===== config.mk =====
export PLATFORM = sky130hd
export DESIGN_NAME = mem_stage_flat
export DESIGN_NICKNAME = d
export VERILOG_FILES = /design/src/rtl/mem_stage_if.sv /design/src/rtl/mem_stage.sv /design/src/flat_wrapper.sv
export SDC_FILE = /design/constraint.sdc
export NUM_CORES = 2
export LEC_CHECK = 0
export CAP_MARGIN = 20
export CORE_ASPECT_RATIO = 1.5
export CORE_MARGIN = 8
export CORE_UTILIZATION = 35
export CTS_BUF_LIST = sky130_fd_sc_hd__clkbuf_8 sky130_fd_sc_hd__clkbuf_16
export CTS_CLUSTER_DIAMETER = 30
export DETAILED_ROUTE_END_ITERATION = 6
export SYNTH_ARGS = -nofsm -noshare
export SYNTH_HDL_FRONTEND = slang
export SYNTH_SLANG_ARGS = --single-unit

===== constraint.sdc =====
create_clock -name clk -period 5 [get_ports clk]
set_input_delay 1.25 -clock clk [delete_from_list [all_inputs] [get_ports clk]]
set_output_delay 1.25 -clock clk [all_outputs]
set_load 0.02 [all_outputs]

===== src/rtl/mem_stage_if.sv =====
// EX/MEM to MEM/WB pipeline bundle for the MIPS16 MEM stage.
// slave is the MEM stage itself; master is the surrounding pipeline.
interface mem_stage_if;
    logic [37:0] pipeline_reg_in;
    logic [36:0] pipeline_reg_out;
    logic [2:0]  mem_op_dest;
    logic        mem_init_busy;
    logic        mem_addr_err;

    modport master (
        output pipeline_reg_in,
        input  pipeline_reg_out,
        input  mem_op_dest,
        input  mem_init_busy,
        input  mem_addr_err
    );

    modport slave (
        input  pipeline_reg_in,
        output pipeline_reg_out,
        output mem_op_dest,
        output mem_init_busy,
        output mem_addr_err
    );
endinterface


===== src/rtl/mem_stage.sv =====
// MIPS16 MEM stage: word-addressed data RAM, zero-filled after reset, one-cycle MEM/WB register.
// Optional MEM_RANGE_CHECK_EN flags and suppresses accesses beyond DEPTH words.
module mem_stage #(
    parameter int unsigned DEPTH  = 128,
    parameter int unsigned ADDR_W = 7
) (
    input  logic        clk,
    input  logic        rst,
    mem_stage_if.slave  pipe_io
);
    localparam logic [0:0] StInit = 1'b0;
    localparam logic [0:0] StRun  = 1'b1;
    localparam logic [ADDR_W-1:0] LastIdx = ADDR_W'(DEPTH - 1);

    logic [15:0] alu_result;
    logic        mem_write_en;
    logic [15:0] mem_write_data;
    logic        wb_en;
    logic [2:0]  wb_dest;
    logic        wb_mux;
    logic [ADDR_W-1:0] addr;

    assign alu_result     = pipe_io.pipeline_reg_in[37:22];
    assign mem_write_en   = pipe_io.pipeline_reg_in[21];
    assign mem_write_data = pipe_io.pipeline_reg_in[20:5];
    assign wb_en          = pipe_io.pipeline_reg_in[4];
    assign wb_dest        = pipe_io.pipeline_reg_in[3:1];
    assign wb_mux         = pipe_io.pipeline_reg_in[0];
    assign addr           = alu_result[ADDR_W-1:0];

    logic [0:0]        state_q, state_d;
    logic [ADDR_W-1:0] cnt_q, cnt_d;
    logic [36:0]       out_q, out_d;
    logic [15:0]       mem_q [DEPTH];

    logic              ram_we;
    logic [ADDR_W-1:0] ram_addr;
    logic [15:0]       ram_wdata;
    logic [15:0]       rd_data;
    logic              oor;
    logic              run;

    assign run = (state_q == StRun);

`ifdef MEM_RANGE_CHECK_EN
    logic err_q;

    assign oor = (|alu_result[15:ADDR_W]) && (mem_write_en || wb_mux);

    always_ff @(posedge clk) begin
        if (rst) begin
            err_q <= 1'b0;
        end else if (run && oor) begin
            err_q <= 1'b1;
        end
    end

    assign pipe_io.mem_addr_err = err_q;
`else
    logic unused_upper;

    assign oor                  = 1'b0;
    assign unused_upper         = ^alu_result[15:ADDR_W];
    assign pipe_io.mem_addr_err = 1'b0;
`endif

    // Write-first: a same-cycle store bypasses the array into the MEM/WB word.
    assign rd_data = oor          ? 16'h0000 :
                     mem_write_en ? mem_write_data : mem_q[addr];

    always_comb begin
        state_d   = state_q;
        cnt_d     = cnt_q;
        out_d     = out_q;
        ram_we    = 1'b0;
        ram_addr  = addr;
        ram_wdata = mem_write_data;
        case (state_q)
            StInit: begin
                ram_we    = 1'b1;
                ram_addr  = cnt_q;
                ram_wdata = 16'h0000;
                cnt_d     = cnt_q + 1'b1;
                out_d     = '0;
                if (cnt_q == LastIdx) begin
                    state_d = StRun;
                end
            end
            StRun: begin
                ram_we = mem_write_en && !oor;
                out_d  = {wb_en, wb_dest, wb_mux, alu_result, rd_data};
            end
            default: state_d = StInit;
        endcase
    end

    always_ff @(posedge clk) begin
        if (rst) begin
            state_q <= StInit;
            cnt_q   <= '0;
            out_q   <= '0;
        end else begin
            state_q <= state_d;
            cnt_q   <= cnt_d;
            out_q   <= out_d;
        end
    end

    // RAM contents are not reset; the INIT sequencer clears them instead.
    always_ff @(posedge clk) begin
        if (ram_we) begin
            mem_q[ram_addr] <= ram_wdata;
        end
    end

    assign pipe_io.pipeline_reg_out = out_q;
    assign pipe_io.mem_init_busy    = (state_q == StInit);
    assign pipe_io.mem_op_dest      = (wb_en && run) ? wb_dest : 3'b000;

endmodule


===== src/flat_wrapper.sv =====
// flat-port wrapper written by rule: the top's interface ports become plain ports
module mem_stage_flat 
#(
    parameter int unsigned DEPTH  = 128,
    parameter int unsigned ADDR_W = 7
)
  (clk, rst, pipe_io_pipeline_reg_in, pipe_io_pipeline_reg_out, pipe_io_mem_op_dest, pipe_io_mem_init_busy, pipe_io_mem_addr_err);
  mem_stage_if pipe_io_i ();
  input  logic clk;
  input  logic rst;
  input wire logic [$bits(pipe_io_i.pipeline_reg_in)-1:0] pipe_io_pipeline_reg_in;
  output wire logic [$bits(pipe_io_i.pipeline_reg_out)-1:0] pipe_io_pipeline_reg_out;
  output wire logic [$bits(pipe_io_i.mem_op_dest)-1:0] pipe_io_mem_op_dest;
  output wire logic [$bits(pipe_io_i.mem_init_busy)-1:0] pipe_io_mem_init_busy;
  output wire logic [$bits(pipe_io_i.mem_addr_err)-1:0] pipe_io_mem_addr_err;
  assign pipe_io_i.pipeline_reg_in = pipe_io_pipeline_reg_in;
  assign pipe_io_pipeline_reg_out = pipe_io_i.pipeline_reg_out;
  assign pipe_io_mem_op_dest = pipe_io_i.mem_op_dest;
  assign pipe_io_mem_init_busy = pipe_io_i.mem_init_busy;
  assign pipe_io_mem_addr_err = pipe_io_i.mem_addr_err;
  mem_stage #(.DEPTH(DEPTH), .ADDR_W(ADDR_W)) u_core (.clk(clk), .rst(rst), .pipe_io(pipe_io_i));
endmodule

==> run_results.csv <==
group,metric,value,unit
run_status,status,"finished, final reports clean",
layout,area_growth,21.6,%
clock_tree,clk_path_buf_depth,4,
clock_tree,cts_tree,"done",
synthesis,synth_top_area_share,76.3,%
layout,multi_input_area,0.0166,mm²
synthesis,yosysMostFrequentCell,"edfxtp_1",
sta,hold_slack,0.574,ns
placed_design,place_ws,0.401,ns
clock_tree,cts_resized,0,
worst_setup_path,slowest_stage,"dfxtp_2",
synthesis,synth_top_area_cell,"edfxtp_1",
clock_tree,clock-sinks,2093,
sta,max_slew_margin,25.6,%
global_routing,gr-total-overflow,0,
detailed_routing,viasPerCell,5.32,
power_and_ir_drop,p_int,34400,µW
clock_tree,clk_pin_slew,0.05,ns
synthesis,synth-edff-count,2048,
global_routing,antenna_found_initial,10,
sta,post-route-period-util,78.6,%
worst_setup_path,critPathMaxFanout,25,
global_routing,grt_max_degree,105,
synthesis,synth.net_count,3663,
clock_tree,ctsHoldBuffers,0,
layout,nNetsFinal,4186,
layout,regArea,0.0624,mm²
sta,rsz0062_at_grt,"no",
placed_design,place_inst,6845,
sta,worstMarginPinSlew,1.11,ns
detailed_routing,wl_per_cell,29.4,µm
clock_tree,cts.htree.levels,5,
power_and_ir_drop,power.share.clock,52.9,%
power_and_ir_drop,power.density,446,mW/mm²
sta,finalSetupViolations,0,
layout,fin_cells,7463,
synthesis,synth.distinct_cells,60,
worst_setup_path,worst_ep_required_time,3.75,ns
die,die_width,408,µm
sta,worst_slack,1.07,ns
detailed_routing,drt_iter0_drc,4004,
clock_tree,cts_buffers,335,
sta,setup_tns,0,ns
power_and_ir_drop,swShare,21.3,%
global_routing,grt_usage,17.3,%
sta,fmax,255,MHz
sta,finalHoldViolations,0,
power_and_ir_drop,peakVddDrop,0.268,mV
power_and_ir_drop,p_seq_share,43.6,%
layout,fillers,19500,
power_and_ir_drop,pwr-share-comb,3.4,%
die,rows,215,
placed_design,post-dp-hpwl,139000,µm
placed_design,gp_congestion,0.922,
power_and_ir_drop,p_leak,0.0334,µW
placed_design,port_buffers,80,
power_and_ir_drop,net-switching-power,9280,µW
flow_run,drv_cap,0,
layout,postLayoutCoreUtil,42.8,%
clock_tree,worstSkewPairLatency,0.84,ns
global_routing,grt_pass1_vias,41600,
sta,slew_violations,0,
worst_setup_path,path_delay_family,"buffers and inverters",
worst_setup_path,max_stage_delay,0.64,ns
synthesis,synth_seq_cells,2093,
die,die_area,0.246,mm²
synthesis,ys_top_cells_by_count,"edfxtp_1, mux4_2, nor2_1, mux2i_1, o22ai_1",
worst_setup_path,worstPathCellList,"buf_4 > and3_1 > clkdlybuf4s50_1",
synthesis,synth.yosys.warnings,0,
worst_setup_path,critical_path_class,"register to primary output",
worst_setup_path,crit_arrival,2.68,ns
synthesis,ys_top_cells_by_area,"edfxtp_1, mux4_2, mux2i_1",
die,die_h,604,µm
detailed_routing,dr.pass1.iters,5,
detailed_routing,vias,39700,
synthesis,syn-cell-area,0.0806,mm²
detailed_routing,drtAntennaViolNets,0,
synthesis,syn_inst,3622,
die,initial_utilization,35.2,%
global_routing,grt_pass1_wl,310000,µm
hold_path,hp-class,"register to register",
clock_tree,clock-root-buffer,"clkbuf_16",
layout,drive_above_1_share,30.8,%
worst_setup_path,start_kind,"register",
die,pin_count,82,
detailed_routing,wirelength,219000,µm
detailed_routing,drc_errors,0,
synthesis,ys.flop_type,"edfxtp_1",
synthesis,ys_async_sr_fraction,0,%
die,coreArea,0.229,mm²
synthesis,ys_seq_area_share,77.5,%
sta,skew,0.0805,ns
sta,fin_crit,3.93,ns
worst_setup_path,worstSetupEndpointType,"primary output",
worst_setup_path,cp_num_buf_inv,2,
clock_tree,post-cts-setup-buffers,0,
synthesis,synth_area_per_cell,22.2,µm²
==> worst register-to-register path, delay by kind of cell (launching register included) <==
family / cells / cell delay, ns
buf+inv: 2 / 0.80
simple gates: 3 / 0.93
flops: 1 / 0.47
compound gates: 1 / 0.58
==> metrics by stage <==
step / power [µW] / cell area (µm²)
3_5_place_dp: 20900 / 86600
3_3_place_gp: 20900 / 86600
5_1_grt: 44800 / 98000
4_1_cts: 44000 / 97900
2_1_floorplan: 20300 / 80600
6_report: 43600 / 98000
==> layout by cell type, fill, tap and decap left out, types with 39 or more instances in the layout <==
cell	n
edfxtp_1	2048
inv_1	39
clkbuf_16	338
clkinv_2	47
a211oi_1	66
mux4_2	457
clkdlybuf4s50_1	75
buf_4	261
o22ai_1	81
inv_6	39
a22oi_1	47
bufinv_16	43
clkinvlp_4	39
dfxtp_1	44
nand2_1	54
buf_12	47
mux2i_1	152
nor2_1	164
==> flip-flops by register name (all words and copies together) (netlist names) <==
name,count
u_core.pipe_io.pipeline_reg_out,37
u_core.cnt_q,7
u_core.run,1
u_core.mem_q,2048
==> layer usage <==
layer / track usage, % / wire length (µm) / up-vias
met4: 10.5 / 15200 / 2
met5: 0 / 14 / -
met2: 29.2 / 109000 / 1569
met3: 3.51 / 14300 / 476
met1: 20.3 / 80200 / 21200
li1: - / - / 16500
==> power by group through the flow <==
stage,clock (µW),combinational [µW],sequential (µW)
after floorplan,0,901,19400
after global placement,0,1510,19400
after detailed placement,0,1510,19400
after CTS,23400,1520,19000
after global routing,24200,1550,19000
final,23100,1500,19000
==> worst paths after layout <==
| path | slack, ns | endpoint | start | cells after the start |
|---|---|---|---|---|
| worst max-delay path | 1.07 | pipe_io_mem_op_dest[1] | u_core.run | 3 |
| worst min-delay path | 0.57 | u_core.cnt_q[1] | u_core.cnt_q[1] | 2 |
| worst max register to register | 1.91 | u_core.mem_q[87][10] | u_core.run | 6 |
| worst min register to register | 0.57 | u_core.cnt_q[1] | u_core.cnt_q[1] | 2 |
==> kinds of logic (layout without fill, tap and decap cells) <==
group | Yosys count | in the layout | share of synthesized area, %
flops | 2093 | 2093 | 77.5
mux | 646 | 646 | 15.7
simple gates | 366 | 366 | 2.14
compound gates | 297 | 297 | 2.67
buf+inv | 213 | 1012 | 1.97
xor+xnor | 5 | 5 | 0.0544
fa+ha+maj | 1 | 1 | 0.0155
other cells | 1 | 5 | 0.00465
==> area by class of cell <==
cell class | instances | area share, %
flip-flops and latches | 2093 | 63.7
multi-input cells | 1316 | 17.0
clock buffers | 340 | 8.66
well taps | 3038 | 3.88
repair buffers | 388 | 3.79
clock inverters | 273 | 2.93
inverters | 11 | 0.0626
diodes | 4 | 0.0102
(Power assumes the default switching activity.)
